$ cat config.mk
export PLATFORM = sky130hd
export DESIGN_NAME = ram_req_ctrl_2p
export DESIGN_NICKNAME = d
export VERILOG_FILES = /design/src/rtl/ram_req_ctrl_2p.sv
export SDC_FILE = /design/constraint.sdc
export NUM_CORES = 1
export LEC_CHECK = 0
export BUFFER_PORTS_ARGS = -buffer_cell sky130_fd_sc_hd__buf_4
export CAP_MARGIN = 0
export CORE_ASPECT_RATIO = 0.8
export CORE_MARGIN = 2
export CORE_UTILIZATION = 42
export CTS_BUF_LIST = sky130_fd_sc_hd__clkbuf_4
export DETAILED_ROUTE_END_ITERATION = 6
export GPL_ROUTABILITY_DRIVEN = 1
export PLACE_DENSITY = 0.85
export SLEW_MARGIN = 10
export SYNTH_ARGS = -nofsm -noshare
export SYNTH_HDL_FRONTEND = slang
export SYNTH_SLANG_ARGS = --single-unit
$ cat constraint.sdc
create_clock -name clk -period 2.34 [get_ports clk]
set_input_delay 0 -clock clk [delete_from_list [all_inputs] [get_ports clk]]
set_output_delay 0 -clock clk [all_outputs]
set_load 0.05 [all_outputs]
$ cat src/rtl/ram_req_ctrl_2p.sv
// Requester side of a 16x128 two-port RAM: read-only fetch channel on port 0 and
// load/store channel on port 1, each a 3-state FSM, with fetch-after-store hazard stall.
module ram_req_ctrl_2p #(
    parameter int ADDR_W = 7,
    parameter int DATA_W = 16,
    parameter int HCNT_W = 8
) (
    input  logic              clk,
    input  logic              rst_n,
    input  logic              fetch_req,
    input  logic [ADDR_W-1:0] fetch_addr,
    output logic              fetch_ready,
    output logic              fetch_rvalid,
    output logic [DATA_W-1:0] fetch_rdata,
    input  logic              mem_req,
    input  logic              mem_we,
    input  logic [ADDR_W-1:0] mem_addr,
    input  logic [DATA_W-1:0] mem_wdata,
    output logic              mem_ready,
    output logic              mem_rvalid,
    output logic              mem_wack,
    output logic [DATA_W-1:0] mem_rdata,
    output logic [HCNT_W-1:0] hazard_cnt,
    output logic              ram_read_en0,
    output logic              ram_write_en0,
    output logic [ADDR_W-1:0] ram_addr0,
    output logic [DATA_W-1:0] ram_din0,
    input  logic [DATA_W-1:0] ram_dout0,
    output logic              ram_read_en1,
    output logic              ram_write_en1,
    output logic [ADDR_W-1:0] ram_addr1,
    output logic [DATA_W-1:0] ram_din1,
    input  logic [DATA_W-1:0] ram_dout1
);

    typedef enum logic [1:0] {IDLE, ISSUE, DONE} state_t;

    state_t            f_state, d_state;
    logic [ADDR_W-1:0] f_addr, d_addr;
    logic              d_we;
    logic [DATA_W-1:0] d_wdata;
    logic [DATA_W-1:0] f_rdata_q, m_rdata_q;
    logic              f_rvalid_q, m_rvalid_q, m_wack_q;
    logic [HCNT_W-1:0] hcnt_q;
    logic              hazard;

    // Fetch of an address being stored this cycle must wait one cycle to see new data
    assign hazard = (f_state == ISSUE) && (d_state == ISSUE) && d_we && (d_addr == f_addr);

    always_ff @(posedge clk or negedge rst_n) begin
        if (!rst_n) begin
            f_state    <= IDLE;
            f_addr     <= '0;
            f_rdata_q  <= '0;
            f_rvalid_q <= 1'b0;
            hcnt_q     <= '0;
        end else begin
            f_rvalid_q <= 1'b0;
            case (f_state)
                IDLE: begin
                    if (fetch_req) begin
                        f_addr  <= fetch_addr;
                        f_state <= ISSUE;
                    end
                end
                ISSUE: begin
                    if (hazard) begin
                        if (hcnt_q != '1)
                            hcnt_q <= hcnt_q + HCNT_W'(1);
                    end else begin
                        f_rvalid_q <= 1'b1;
                        f_state    <= DONE;
                    end
                end
                DONE: begin
                    f_rdata_q <= ram_dout0;
                    f_state   <= IDLE;
                end
                default: f_state <= IDLE;
            endcase
        end
    end

    always_ff @(posedge clk or negedge rst_n) begin
        if (!rst_n) begin
            d_state    <= IDLE;
            d_addr     <= '0;
            d_we       <= 1'b0;
            d_wdata    <= '0;
            m_rdata_q  <= '0;
            m_rvalid_q <= 1'b0;
            m_wack_q   <= 1'b0;
        end else begin
            m_rvalid_q <= 1'b0;
            m_wack_q   <= 1'b0;
            case (d_state)
                IDLE: begin
                    if (mem_req) begin
                        d_addr  <= mem_addr;
                        d_we    <= mem_we;
                        d_wdata <= mem_wdata;
                        d_state <= ISSUE;
                    end
                end
                ISSUE: begin
                    m_rvalid_q <= ~d_we;
                    m_wack_q   <= d_we;
                    d_state    <= DONE;
                end
                DONE: begin
                    if (!d_we)
                        m_rdata_q <= ram_dout1;
                    d_state <= IDLE;
                end
                default: d_state <= IDLE;
            endcase
        end
    end

    assign fetch_ready  = (f_state == IDLE);
    assign fetch_rvalid = f_rvalid_q;
    assign fetch_rdata  = (f_state == DONE) ? ram_dout0 : f_rdata_q;

    assign mem_ready    = (d_state == IDLE);
    assign mem_rvalid   = m_rvalid_q;
    assign mem_wack     = m_wack_q;
    assign mem_rdata    = (d_state == DONE && !d_we) ? ram_dout1 : m_rdata_q;

    assign hazard_cnt   = hcnt_q;

    assign ram_read_en0  = (f_state == ISSUE) && !hazard;
    assign ram_write_en0 = 1'b0;
    assign ram_addr0     = f_addr;
    assign ram_din0      = '0;

    assign ram_read_en1  = (d_state == ISSUE) && !d_we;
    assign ram_write_en1 = (d_state == ISSUE) && d_we;
    assign ram_addr1     = d_addr;
    assign ram_din1      = d_wdata;

endmodule
==> results of run 1 <==
## area by class of cell
class / instances / share of cell area
clock inverters: 5 / 0.0240
inverters: 1 / 0.000726
clock buffers: 10 / 0.0145
multi-input cells: 128 / 0.221
well taps: 90 / 0.0218
flip-flops and latches: 78 / 0.379
repair buffers: 211 / 0.340
## state kept, by name, indices dropped and copies added (netlist names)
signal / cells
f_state: 2
hazard_cnt: 8
d_we: 1
mem_wack: 1
ram_addr0: 7
mem_rvalid: 1
ram_din1: 16
ram_addr1: 7
fetch_rvalid: 1
d_state: 2
f_rdata_q: 16
m_rdata_q: 16
## per-layer routing
metal / wire length [um] / vias to the layer above / global-route usage
met5: 0 / - / 0
met4: 116 / 0 / 0.0541
met3: 541 / 11 / 0.0783
met2: 4400 / 90 / 0.364
met1: 3040 / 1170 / 0.210
li1: - / 1130 / -
## per-stage QoR
stage	instances	utilization
final	523	0.703
after global routing	523	0.703
after CTS	523	0.702
after detailed placement	444	0.588
after global placement	444	0.588
after floorplan	231	-
## power by group through the flow
stage	clock (W)	combinational (W)	sequential, W
floorplan	0	0.00171	0.00245
global placement	0	0.00306	0.00194
detailed placement	0	0.00310	0.00197
CTS	0.00112	0.00319	0.00195
global route	0.00118	0.00332	0.00199
finish	0.00109	0.00319	0.00194
## timing repair
item | CTS | global route
resized for setup | 0 | 1
endpoints found under the hold margin | 141 | 0
endpoints found under the setup margin | 0 | 1
hold buffers | 64 | 0
## placed cells by master, fill, tap and decap left out, types with 2 or more instances in the layout
master | synthesis | layout
mux2_2 | 65 | 65
bufinv_16 | 0 | 4
nand2_1 | 5 | 5
nand3_1 | 3 | 3
conb_1 | 1 | 17
nor2b_1 | 2 | 2
nor2_1 | 6 | 5
nand4_1 | 3 | 3
buf_4 | 17 | 146
dlygate4sd3_1 | 0 | 64
xnor2_1 | 9 | 9
dfrtp_2 | 0 | 5
dfrtp_1 | 78 | 73
xor2_1 | 4 | 4
clkbuf_4 | 0 | 10
and2_1 | 2 | 2
## critical path: stages, from the launching register on
cell	delay, ps
dfrtp_2	440
xor2_1	170
or4_4	550
nor3_2	290
nor2_1	100
buf_4	200
## cells by family (layout without fill, tap and decap cells)
kind of cell               Yosys count  count (layout)  share of synthesized area
xor gates and xnor gates            13              13                     0.0358
adders and majority gates            1               1                    0.00394
buffers and inverters               25             227                     0.0496
DFF                                 78              78                      0.614
muxes                               65              65                      0.230
other                                1              17                    0.00118
and+or+nand+nor                     32              32                     0.0650
## path summary, 6_finish.rpt
kind	start	end	slack (ps)	depth (start not counted)
setup / recovery	ram_addr0[6]$_DFFE_PN0P_	ram_read_en0	190	5
hold / removal	mem_req	d_state[0]$_DFFE_PN0P_	200	3
setup reg to reg	ram_addr0[6]$_DFFE_PN0P_	hazard_cnt[7]$_DFFE_PN0P_	290	5
hold reg to reg	f_rdata_q[13]$_DFF_PN0_	f_rdata_q[13]$_DFF_PN0_	510	1
max in group asynchronous	rst_n	ram_addr1[6]$_DFFE_PN0P_	1390	2
min in group asynchronous	rst_n	hazard_cnt[2]$_DFFE_PN0P_	280	2
==> run summary, run 1 <==
STA
• 0 — Max Transition Viols Final
• 205 ps — Fin Hold WS
• 967 ps — Least-Margin Pin Slew
• 0.918 — final period utilization
• 2150 ps — Final Critical Period
• 15.9 ps — worst clock skew
• 0 ps — final total negative setup slack
• false — unrepaired setup endpoints after global routing
• 466 MHz — highest clock frequency the design can meet
• 0 — Final Hold Vio Count
• 193 ps — post-layout worst setup margin
• 0 — final-report setup violation count
• 0.355 — relative slew slack

Pwr
• 2.44 nW — Leak
• 0.00274 W — total net switching power
• 1200 nW/um^2 — power density over the cells
• 0.312 — Seq pwr share
• 0.611 mV — Worst VDD drop
• 0.00622 W — total power after layout
• 0.00349 W — internal power
• 0.440 — switch share
• 0.513 — fraction of power consumed by combinational cells
• 0.175 — part of the power in the clock network

Finish
• 497 — total number of nets in the final design
• 0 — diodes inserted
• 0.552 — ratio of cells with drive above 1 in the final layout
• 503 — FILL cells
• 1960 um^2 — combined flip-flop and latch cell area
• 5170 um^2 — post-route cell area
• 62.7% — area growth from synthesis to layout
• 1140 um^2 — multi-input combinational cell area

Logic synthesis
• 78 — number of register bits inferred by synthesis
• dfrtp_1 (78), mux2_2 (65), buf_4 (17) — most frequent cells after synthesis
• dfrtp_1 — Synth Flop Type
• 0.614 — share of the synthesized area in the top cell type
• dfrtp_1 — cell accounting for the most synthesized area
• 1.00 — async set or reset register ratio after synthesis
• 14.8 um^2 — average cell area after synthesis
• 3180 um^2 — post-synth design cell area
• 215 — gate count after technology mapping
• 26 — Yosys cell types
• dfrtp_1 — most repeated cell in the gate-level netlist after synthesis
• 0 — EDFF count, synth
• 0 — Syn. warnings
• dfrtp_1 (61%), mux2_2 (23%), buf_4 (4.0%) — top area cells in the synthesized netlist
• 0.614 — part of the Yosys area used for sequential elements

Clock tree
• 78 — number of clock sinks
• 3 — CTS H-Tree Depth
• yes — TritonCTS clock tree
• 9 — number of clock buffers inserted by TritonCTS
• 110 ps — clock slew at the register clock pins of the worst setup and hold paths
• clkbuf_4 — cell at the root of the clock tree
• 0 — Post-CTS Setup Repair Bufs
• 2 — deepest clock path buffer count
• 410 ps — Skew-Pair Late Insertion Delay

Worst setup path
• 2150 ps — CP Data Arrival Time
• flop — Worst Setup Start Kind
• reg -> out — Worst Setup Path Type
• 2340 ps — required time of the worst setup path
• 4 — maximum fanout encountered on the critical timing path
• output port — CP endpoint kind

Global routing
• 2,594 — via count of the first global-routing pass
• 0 — final global-route overflow total
• 79 — maximum number of pins on one net before global-route repair
• 0.197 — GRT Total Usage
• 0 — number of antenna violations at the first check in global routing
• 12,500 um — global-route wire length before repair

Die
• 81.8 um — vertical die dimension
• 8280 um^2 — full die area
• 0.432 — Initial Util
• 162 — boundary pin count
• 28 — number of standard-cell rows in the floorplan
• 7360 um^2 — Core Footprint
• 101 um — width of the chip

Outcome
• complete, no violations — status

Detailed routing
• 4 — first-pass iteration count of the detailed router
• 51 — initial detailed-routing violation count
• 2,401 — number of vias in the routed layout
• 15.5 um — post-DR wirelength/cell
• 0 — residual DRC count
• 0 — number of nets with antenna violations after routing
• 8100 um — final wirelength
• 4.59 — per-cell via count in the routed design

Placement
• 0.772 — Final GP Congestion
• 297 ps — Setup WS pre-CTS
• 144 — I/O Buffers
• 4330 um^2 — cell area after placement
• 5140 um — post-detail-place hpwl

Hold path
• in -> reg — hold crit path type

Run
• 0 — max-capacitance violation count

No activity file was read; power rests on OpenSTA's default activity.
==> run 2, diff against run 1 <==
- BUFFER_PORTS_ARGS: -buffer_cell sky130_fd_sc_hd__buf_4 -> -buffer_cell sky130_fd_sc_hd__buf_2
- GPL_TIMING_DRIVEN: not set -> 1
==> run summary, run 2 (synthesized netlist as in run 1, its figures left out) <==
Outcome
• complete, no violations — status

Die
• 28 — number of standard-cell rows in the floorplan
• 0.432 — Initial Util
• 8280 um^2 — full die area
• 101 um — width of the chip
• 81.8 um — vertical die dimension
• 162 — boundary pin count
• 7360 um^2 — Core Footprint

STA
• 2160 ps — Final Critical Period
• 0 — Max Transition Viols Final
• 968 ps — Least-Margin Pin Slew
• 464 MHz — highest clock frequency the design can meet
• 204 ps — Fin Hold WS
• 10.4 ps — worst clock skew
• 0 ps — final total negative setup slack
• 184 ps — post-layout worst setup margin
• false — unrepaired setup endpoints after global routing
• 0 — Final Hold Vio Count
• 0.355 — relative slew slack
• 0.921 — final period utilization
• 0 — final-report setup violation count

Pwr
• 2.29 nW — Leak
• 1180 nW/um^2 — power density over the cells
• 0.526 mV — Worst VDD drop

Hold path
• in -> reg — hold crit path type

Clock tree
• 3 — CTS H-Tree Depth
• yes — TritonCTS clock tree
• 9 — number of clock buffers inserted by TritonCTS
• 2 — deepest clock path buffer count
• 78 — number of clock sinks
• 120 ps — clock slew at the register clock pins of the worst setup and hold paths
• 410 ps — Skew-Pair Late Insertion Delay
• clkbuf_4 — cell at the root of the clock tree

Finish
• buf_2 (143), dfrtp_1 (73), mux2_2 (65), dlygate4sd3_1 (64), conb_1 (17) — commonest non-fill, non-tap cells in the layout
• 497 — total number of nets in the final design
• 0 — diodes inserted
• 49.5% — area growth from synthesis to layout
• 0.555 — ratio of cells with drive above 1 in the final layout
• buf_2 — leading cell type in the layout, fill and taps excluded

Worst setup path
• xor2_1 > or4_4 > nor3_2 > nor2_1 > buf_2 — cell-by-cell trace of the critical path
• or4_4 — slowest stage cell, crit path
• 310 ps — setup slack of the most critical reg-to-reg path
• reg -> out — Worst Setup Path Type
• 2340 ps — required time of the worst setup path
• output port — CP endpoint kind
• 4 — maximum fanout encountered on the critical timing path
• 540 ps — stage delay of the slowest cell on the critical path
• flop — Worst Setup Start Kind
• 2160 ps — CP Data Arrival Time

Detailed routing
• 5 — first-pass iteration count of the detailed router
• 0 — number of nets with antenna violations after routing
• 4.58 — per-cell via count in the routed design
• 2,399 — number of vias in the routed layout
• 14.7 um — post-DR wirelength/cell
• 48 — initial detailed-routing violation count
• 0 — residual DRC count
• 7730 um — final wirelength

Global routing
• 2,493 — via count of the first global-routing pass
• 79 — maximum number of pins on one net before global-route repair
• 0 — number of antenna violations at the first check in global routing
• 0 — final global-route overflow total
• 11,700 um — global-route wire length before repair
• 0.186 — GRT Total Usage

Placement
• 326 ps — Setup WS pre-CTS
• 144 — I/O Buffers
• 4880 um — post-detail-place hpwl
• 0.812 — Final GP Congestion

Run
• 0 — max-capacitance violation count

run 2: cell count changes in the layout (fill, tap and decap cells not counted), sizes merged:
cell      before  now
clkinv         1    2
bufinv         4    1
clkinvlp       0    3
run 2: metal layers:
metal | GRT usage | routed length, um | vias up
met2 | 0.348 | 4130 | 96
met1 | 0.195 | 2950 | 1160
li1 | - | - | 1131
met5 | 0 | 0 | -
met3 | 0.0681 | 506 | 12
met4 | 0.0595 | 135 | 0
run 2: area by class of cell:
class	count	area, um^2
fill	570	2610
sequential	78	1960
timing repair buffer	211	1400
multi-input combinational	128	1140
tap	90	113
clock buffer	10	75.1
clock inverter	6	62.6
inverter	1	3.75
run 2: final timing paths:
| check | from | to | cells past startpoint |
|---|---|---|---|
| setup reg to reg | ram_addr0[6]$_DFFE_PN0P_ | hazard_cnt[7]$_DFFE_PN0P_ | 5 |
| setup / recovery | ram_addr0[6]$_DFFE_PN0P_ | ram_read_en0 | 5 |
| hold reg to reg | f_rdata_q[5]$_DFF_PN0_ | f_rdata_q[5]$_DFF_PN0_ | 1 |
| hold / removal | mem_req | d_state[0]$_DFFE_PN0P_ | 3 |
| min in group asynchronous | rst_n | hazard_cnt[2]$_DFFE_PN0P_ | 2 |
| max in group asynchronous | rst_n | ram_addr1[6]$_DFFE_PN0P_ | 2 |
run 2: worst max-delay path, delay by kind of cell, from the launching register on:
kind | cells | cell delay, ps
buf+inv | 1 | 220
flops | 1 | 440
simple gates | 3 | 910
xor+xnor | 1 | 170
run 2: per-stage QoR:
stage | instances | area (um^2) | util | power, W
3_3_place_gp | 444 | 3970 | 0.539 | 0.00469
5_1_grt | 524 | 4750 | 0.646 | 0.00588
4_1_cts | 524 | 4750 | 0.645 | 0.00564
3_5_place_dp | 444 | 3970 | 0.539 | 0.00476
6_report | 524 | 4750 | 0.646 | 0.00561
2_1_floorplan | 231 | 3250 | - | 0.00416
run 2: report_power, final:
group	internal [W]	total, W	switching (W)
Combinational	0.000793	0.00289	0.00209
Clock	0.000334	0.000790	0.000457
Sequential	0.00176	0.00193	0.000173
run 2: repair_timing:
| action | CTS | global route |
|---|---|---|
| setup buffers | 0 | 0 |
| hold buffers | 64 | 0 |
| resized for setup | 0 | 1 |
| hold endpoints to repair | 141 | 0 |
| endpoints found under the setup margin | 0 | 1 |
